$ cat src/rtl/sha256_pkg.sv
// Shared constants for the SHA-256 front end: block geometry and padder FSM encoding.
package sha256_pkg;
    localparam int SHA256_BLOCK_BYTES = 64;
    localparam int SHA256_LEN_OFFSET  = 56;

    localparam logic [1:0] S_ACCUM = 2'd0;
    localparam logic [1:0] S_PAD   = 2'd1;
    localparam logic [1:0] S_EMIT  = 2'd2;
    localparam logic [1:0] S_LEN   = 2'd3;
endpackage

$ cat src/rtl/sha256_pad_mask.sv
// Byte keep mask (bytes below idx) and 0x80 marker at byte idx; idx==64 keeps all, no marker.
module sha256_pad_mask
    import sha256_pkg::*;
(
    input  logic [6:0]   idx,
    output logic [511:0] keep,
    output logic [511:0] marker
);
    for (genvar b = 0; b < SHA256_BLOCK_BYTES; b++) begin : g_byte
        assign keep[511-8*b -: 8]   = (7'(b) < idx)  ? 8'hFF : 8'h00;
        assign marker[511-8*b -: 8] = (7'(b) == idx) ? 8'h80 : 8'h00;
    end
endmodule

$ cat src/rtl/sha256_stream_padder.sv
// Byte stream to FIPS 180-4 padded 512-bit blocks with first/last tags for the SHA-256 core.
module sha256_stream_padder
    import sha256_pkg::*;
#(
    parameter int BYTES_PER_BEAT = 4,
    localparam int NB_W = $clog2(BYTES_PER_BEAT) + 1
) (
    input  logic                        clk,
    input  logic                        rst,
    input  logic                        s_valid,
    output logic                        s_ready,
    input  logic [8*BYTES_PER_BEAT-1:0] s_data,
    input  logic                        s_last,
    input  logic [NB_W-1:0]             s_nbytes,
    output logic                        m_valid,
    input  logic                        m_ready,
    output logic [511:0]                m_block,
    output logic                        m_first,
    output logic                        m_last,
    output logic [63:0]                 msg_bits
);
    localparam logic [6:0] BPB = 7'(BYTES_PER_BEAT);

    logic [1:0]   state;
    logic [511:0] blk_buf, acc_buf, keep, marker;
    logic [63:0]  wr_en;
    logic [6:0]   idx, idx_next, n_bytes, nb_ext;
    logic [60:0]  byte_cnt;
    logic [63:0]  bitlen;
    logic         first_f, final_f, need_len, mark_pending, accept, len_fits;

    // Held low while rst is asserted even though the state register already sits in S_ACCUM.
    assign s_ready  = (state == S_ACCUM) && !rst;
    assign accept   = s_valid && s_ready;
    assign nb_ext   = 7'(s_nbytes);
    assign n_bytes  = !s_last ? BPB : ((nb_ext > BPB) ? BPB : nb_ext);
    assign idx_next = idx + n_bytes;
    assign bitlen   = {byte_cnt, 3'b000};
    assign len_fits = idx <= 7'(SHA256_LEN_OFFSET - 1);

    // idx is always a multiple of the beat width, so byte b always comes from lane b % BPB.
    for (genvar b = 0; b < SHA256_BLOCK_BYTES; b++) begin : g_lane
        localparam int LANE = b % BYTES_PER_BEAT;
        assign wr_en[b] = (7'(b) >= idx) && (7'(b) < idx_next);
        assign acc_buf[511-8*b -: 8] = wr_en[b] ? s_data[8*(BYTES_PER_BEAT-1-LANE) +: 8]
                                                : blk_buf[511-8*b -: 8];
    end

    sha256_pad_mask u_mask (
        .idx    (idx),
        .keep   (keep),
        .marker (marker)
    );

    always_ff @(posedge clk or posedge rst) begin
        if (rst) begin
            state        <= S_ACCUM;
            blk_buf      <= '0;
            idx          <= '0;
            byte_cnt     <= '0;
            first_f      <= 1'b1;
            final_f      <= 1'b0;
            need_len     <= 1'b0;
            mark_pending <= 1'b0;
        end else begin
            case (state)
                S_ACCUM: if (accept) begin
                    blk_buf  <= acc_buf;
                    idx      <= idx_next;
                    byte_cnt <= byte_cnt + 61'(n_bytes);
                    if (s_last) begin
                        state <= S_PAD;
                    end else if (idx_next == 7'(SHA256_BLOCK_BYTES)) begin
                        state    <= S_EMIT;
                        final_f  <= 1'b0;
                        need_len <= 1'b0;
                    end
                end
                S_PAD: begin
                    blk_buf      <= (blk_buf & keep) | marker | (len_fits ? {448'b0, bitlen} : 512'b0);
                    mark_pending <= (idx == 7'(SHA256_BLOCK_BYTES));
                    final_f      <= len_fits;
                    need_len     <= !len_fits;
                    state        <= S_EMIT;
                end
                S_EMIT: if (m_ready) begin
                    first_f <= 1'b0;
                    if (final_f) begin
                        idx      <= '0;
                        byte_cnt <= '0;
                        first_f  <= 1'b1;
                        state    <= S_ACCUM;
                    end else if (need_len) begin
                        state <= S_LEN;
                    end else begin
                        idx   <= '0;
                        state <= S_ACCUM;
                    end
                end
                S_LEN: begin
                    blk_buf  <= {mark_pending ? 8'h80 : 8'h00, 440'b0, bitlen};
                    final_f  <= 1'b1;
                    need_len <= 1'b0;
                    state    <= S_EMIT;
                end
                default: state <= S_ACCUM;
            endcase
        end
    end

    assign m_valid  = (state == S_EMIT);
    assign m_block  = blk_buf;
    assign m_first  = m_valid && first_f;
    assign m_last   = m_valid && final_f;
    assign msg_bits = bitlen;
endmodule

$ cat config.mk
export PLATFORM = sky130hd
export DESIGN_NAME = sha256_stream_padder
export DESIGN_NICKNAME = d
export VERILOG_FILES = /design/src/rtl/sha256_pkg.sv /design/src/rtl/sha256_pad_mask.sv /design/src/rtl/sha256_stream_padder.sv
export SDC_FILE = /design/constraint.sdc
export NUM_CORES = 2
export LEC_CHECK = 0
export CORE_MARGIN = 2
export CORE_UTILIZATION = 30
export DETAILED_ROUTE_END_ITERATION = 6
export GPL_ROUTABILITY_DRIVEN = 1
export PLACE_DENSITY = 0.56
export SYNTH_ARGS = -nofsm -noshare
export SYNTH_HDL_FRONTEND = slang
export SYNTH_SLANG_ARGS = --single-unit
$ cat constraint.sdc
create_clock -name clk -period 64.3 [get_ports clk]
set_clock_uncertainty 0.05 [all_clocks]
set_input_delay 12.86 -clock clk [delete_from_list [all_inputs] [get_ports clk]]
set_output_delay 12.86 -clock clk [all_outputs]
set_load 0.02 [all_outputs]
=== Word level (Yosys, flattened, before mapping) ===
Cells that the tools add are included.

* Flip-flop bits (word level): 586
* Logic and storage cells: 773
* Output and inout port bits: 580

* Order comparisons: 194
* Multiplexer cells: 220
* Bitwise gates (word level): 3
* Reductions and logical operators: 144
* Equal/unequal tests: 139
* Add/subtract/negate cells: 2

{| class="wikitable"
|+ Operator list
! cell !! count
|-
| 2-to-1 mux 8 bit || 193
|-
| one-hot mux 512 bit (3 select lines) || 1
|-
| bitwise AND 512 bit || 1
|-
| 2-to-1 mux 512 bit || 1
|-
| OR 512 bit || 1
|-
| OR 512 x 64 -> 512 bit || 1
|-
| < comparator 6 x 7 -> 1 bit, first input constant || 64
|-
| == test 6 x 7 -> 1 bit, first input constant || 32
|-
| >= comparator 6 x 7 -> 1 bit, first input constant || 32
|-
| < comparator 5 x 7 -> 1 bit, first input constant || 32
|-
| AND reduction 3 bit || 65
|-
| 2-to-1 mux 61 bit || 3
|-
| inequality test 2 bit, second input constant || 66
|-
| one-hot mux 61 bit (2 select lines) || 1
|-
| == test 5 x 7 -> 1 bit, first input constant || 16
|-
| >= comparator 5 x 7 -> 1 bit, first input constant || 16
|-
| < comparator 4 x 7 -> 1 bit, first input constant || 16
|-
| logical AND 1 bit || 68
|-
| 2-to-1 mux 64 bit || 1
|-
| adder 61 x 3 -> 61 bit || 1
|-
| == test 4 x 7 -> 1 bit, first input constant || 8
|-
| >= comparator 4 x 7 -> 1 bit, first input constant || 8
|-
| < comparator 3 x 7 -> 1 bit, first input constant || 8
|-
| == test 3 x 7 -> 1 bit, first input constant || 4
|-
| 31 further kinds || 63
|}

=== Logic depth before layout (Yosys ltp) ===
* Depth in word-level cells: 9
* Mapped depth: 14

=== Cells and area by module ===
Synthesis repeated with hierarchy kept, for this count alone.

* Cells, all modules: 4907
* Area, all modules: 40362.5 um^2

{| class="wikitable"
|+ By module, submodules not included
! module !! times used !! area each (um^2) !! cells an instance
|-
| sha256_stream_padder || 1 || 32472.4 || 3796
|-
| sha256_pad_mask || 1 || 7890.1 || 1111
|}

=== Least setup slack after synthesis ===
No wires, ideal clock.

* Path kind: input -> register
* From: in rst
* To: reg blk_buf[152] (netlist: m_block[152])
* Stages: 9
* Path slack: 34.545 ns
* Required time: 64.126 ns
* Path buffers: 2
* Library setup time: 0.124 ns
* Data arrival time: 29.581 ns
* Cell sequence: inv_1 > nand3_1 > nand2_1 > nand3_1 > o21a_1 > buf_2 > or2_1 > clkbuf_1 > o2bb2ai_1

* Word-level cells in the longest chain between the ends: 5

{| class="wikitable"
|+ RTL lines
! what !! RTL line !! source
|-
| start, declared || sha256_stream_padder.sv:9 || <nowiki>input logic rst,</nowiki>
|-
| zero test 1 bit (no line) || -- ||
|-
| logical AND 1 bit || sha256_stream_padder.sv:33 || <nowiki>assign s_ready = (state == S_ACCUM) && !rst;</nowiki>
|-
| logical AND 1 bit || sha256_stream_padder.sv:34 || <nowiki>assign accept = s_valid && s_ready;</nowiki>
|-
| inequality test 2 bit (no line) || -- ||
|-
| AND reduction 3 bit (no line) || -- ||
|-
| end signal, assigned || sha256_stream_padder.sv:68 || <nowiki>blk_buf <= acc_buf;</nowiki>
|-
| end signal, assigned || sha256_stream_padder.sv:80 || <nowiki>blk_buf <= (blk_buf & keep) | marker | (len_fits ? {448'b0, bitlen} : 512'b0);</nowiki>
|-
| end signal, assigned || sha256_stream_padder.sv:101 || <nowiki>blk_buf <= {mark_pending ? 8'h80 : 8'h00, 440'b0, bitlen};</nowiki>
|-
| end, declared || sha256_stream_padder.sv:25 || <nowiki>logic [511:0] blk_buf, acc_buf, keep, marker;</nowiki>
|}

Every way passes these cells.
A chain may end at the register's enable or synchronous reset.

=== Final worst setup path ===
* From: in rst
* To: out s_ready

* Word-level cells in the longest chain between the ends: 2

{| class="wikitable"
|+ RTL lines
! what !! RTL line !! source
|-
| zero test 1 bit (no line) || -- ||
|-
| logical AND 1 bit || sha256_stream_padder.sv:33 ||
|-
| end, declared || sha256_stream_padder.sv:11 || <nowiki>output logic s_ready,</nowiki>
|}

Every way passes these cells.

==> metrics.md <==
| Metric | Value |
|---|---|
| Status | completed |
| Vias per std cell | between 5 and 6 |
| Syn Area/Cell | roughly 11 µm² |
| Initial core utilization | a little under a third |
| Leading area contributor after synthesis | dfrtp_1 |
| Most frequent CP cell | clkdlybuf4s50_1 |
| Core Box Area | roughly 88,000 µm² |
| Hold Path Class | reg -> reg |
| H-tree depth | 3 |
| Worst path required time | about 51 ns |
| Drt drc | 0 |
| Input/output buffers | ~600 |
| Cells after Synth | about 2.5k |
| DR vias | around 24k |
| CTS tree | done |
| CP Launch Type | primary input |
| RSZ-0062 raised after global routing | no |
| Ys flop type | dfrtp_1 |
| Post-synth cell types | 103 |
| Final ANT Viol Nets | 0 |
| Die area | between 90,000 and 100,000 µm² |
| WL per Instance | ~29 µm |
| GRT Util Overall | a little over a quarter |
| Worst Max-Slew Pin Slew | about 1.4 ns |
| Setup Total Neg Slack | 0 ns |
| Global-route wire length before repair | 178,000 µm |
| Hold Buf Count CTS | 0 |
| WP data arrival | 14.22 ns |
| Worst setup startpoint | rst |
| Setup Fix Bufs, Post-CTS | 0 |
| Vias in the first global route | about 24k |
| Reg clk slew, reported paths | ~0.050 ns |
| Share of layout cells above drive strength 1 | under 10% |
| Worst hold start | first_f$_DFFE_PP1P_ |
| Crit Path Class | in -> out |
| Fraction of registers with async set/reset | 100% |
| Yosys warning total | 0 |
| Seq cells post-synth | around 600 |
| Area contributors post-synth | dfrtp_1 (55%), o2bb2ai_1 (8.1%), nand2_1 (4.3%) |
| Rows | 109 |
| Clock latency on the worst-skew pair | slightly above 0.6 ns |
| Syn-to-layout area delta | 36.0% |
| Post-CTS resize count | 0 |
| Cell Area, Placed | between 30,000 and 40,000 µm² |
| Final min period | ~27 ns |
| Drt pass-1 iters | 5 |
| Initial DRC count | roughly 2.6k |
| Fin. max-slew vios | 0 |
| CTS max path bufs | 3 |
| Total I/O pin count | 620 |
| Top-area cell type share of the netlist area | between 50% and 60% |
| Pleak | about 0.015 µW |
| Worst Setup End Kind | output port |
| # Max-Cap Violations | 0 |
| Largest net degree at the start of global routing | 77 |
| Peak supply drop | roughly 0.000025 V |
| Finished Cell Area | between 30,000 and 40,000 µm² |
| Overflow after GRT | 0 |
| Reg2reg start | idx[1]$_DFFE_PP0P_ |
| TritonCTS Buffers | slightly below 70 |
| Pwr Density | between 40 and 50 nW/µm² |
| Clk sinks | about 590 |
| Final hold violation count | 0 |
| Crit path cell chain | clkdlybuf4s50_1 > nor2_1 > clkdlybuf4s50_1 |
| Antenna violations before repair | 5 |
| Critical Path Max Stage Delay | between 0.6 and 0.7 ns |
| Die W | 302 µm |
| Global placer's final weighted congestion | 0.963 |
| Post-synth EDFFs | 0 |
| Worst slew margin | approximately 9.1% |
| Mapped Area | roughly 27,000 µm² |
| Layout Nets | between 3k and 4k |
| Post-synthesis sequential area ratio | 54.9% |
| Clock root cell | clkbuf_16 |
| Fill cells | ~8.6k |
| Final-report setup violation count | 0 |
| CP Max Fanout | 3 |
| CP max-delay cell | clkdlybuf4s50_1 |
| Fmax | between 30 and 40 MHz |
| Final worst path period share | a little over two fifths |
| Die Span Y | ~300 µm |
| WL final | roughly 130,000 µm |
| Hpwl dp | between 90,000 and 100,000 µm |
[layout make-up]
class | count | area [µm²] | area share [%]
antenna | 1 | 2.50 | 0.00689
clock buffer | 101 | 2020 | 5.56
clock inverter | 20 | 201 | 0.555
inverter | 28 | 113 | 0.310
multi-input combinational | 1760 | 11400 | 31.3
sequential | 586 | 14700 | 40.4
tap | 1165 | 1460 | 4.01
timing repair buffer | 658 | 6480 | 17.8
[per-layer routing]
metal	routed length (µm)	track usage [%]
met3	9920	5.29
met5	38	0
met4	4510	9.51
met2	59300	43.2
met1	52100	35.8
[kinds of logic after synthesis]
| group | synth area share [%] |
|---|---|
| AO/OA/AOI/OAI | 27.0 |
| XOR/XNOR | 1.71 |
| adder cells (fa/ha/maj) | 0.431 |
| buffers and inverters | 2.58 |
| flip-flops | 54.9 |
| multiplexers | 0.703 |
| other | 0.0140 |
| AND/OR/NAND/NOR | 12.7 |
[cells in the mapped netlist, drive strengths merged, types with 31 or more instances]
| cell | instances |
|---|---|
| xor2 | 32 |
| o21ai | 162 |
| clkbuf | 89 |
| buf | 46 |
| o2bb2ai | 247 |
| nor2 | 170 |
| nand3 | 52 |
| a22o | 127 |
| a31oi | 31 |
| nand2 | 306 |
| dfrtp | 585 |
| nor2b | 44 |
| a21oi | 170 |
[report_power, final]
group | internal [µW] | total [µW] | leakage (µW) | switching, µW
registers | 496 | 585 | 0.00765 | 89.1
logic | 333 | 819 | 0.00634 | 486
clock network | 227 | 393 | 0.00108 | 166
total | 1060 | 1800 | 0.0151 | 740
[critical path: cells and delay by family]
family | cells | cell delay [ns]
and+or+nand+nor | 1 | 0.16
buffers and inverters | 2 | 1.19
[state kept, by name, indices dropped and copies added (netlist names)]
register,flops
mark_pending,1
final_f,1
byte_cnt,61
idx,7
state,2
m_block,512
need_len,1
first_f,1
[metrics by stage]
stage | total power [µW] | std cells | hold slack, ns | utilization [%] | worst slack [ns]
3_5_place_dp | 1400 | 4197 | 0.402 | 38.6 | 37.19
5_1_grt | 1870 | 4318 | 0.444 | 41.2 | 37.09
6_report | 1800 | 4319 | 0.411 | 41.2 | 37.17
2_1_floorplan | 981 | 2509 | 0.386 | - | 34.54
4_1_cts | 1800 | 4318 | 0.411 | 41.2 | 37.18
3_3_place_gp | 1400 | 4197 | 0.397 | 38.6 | 37.19
[layout by cell type, fill, tap and decap left out, types with 11 or more instances in the layout]
cell type and instances:
or3_1 13, xor2_1 31, inv_1 23, mux2i_1 12, nor2_1 165, xnor2_1 15
and3_1 21, a31oi_1 23, a21oi_1 162, a21o_1 29, a211oi_1 11, a22oi_1 13
o21a_1 11, clkbuf_16 71, o2bb2ai_1 247, nor2b_1 44, clkbuf_1 17, o22ai_1 27
a32o_1 29, o211ai_1 11, nand2b_1 13, nand4_1 18, a22o_1 127, o21ai_0 137
nand2_1 306, buf_4 42, clkbuf_8 13, and2_1 19, nand3_1 52, clkdlybuf4s50_1 616
nor3_1 22, dfrtp_1 584, o21ai_1 19
[path summary, 6_finish.rpt]
path	endpoint	slack, ns	depth (start not counted)
worst max register to register	m_block[248]$_DFFE_PP0P_	59.32	9
worst min-delay path	first_f$_DFFE_PP1P_	0.41	2
max in group asynchronous	m_block[357]$_DFFE_PP0P_	47.60	6
min in group asynchronous	m_block[66]$_DFFE_PP0P_	12.77	2
worst max-delay path	s_ready	37.17	3
worst min register to register	first_f$_DFFE_PP1P_	0.41	2
No activity file was read; power rests on OpenSTA's default activity.
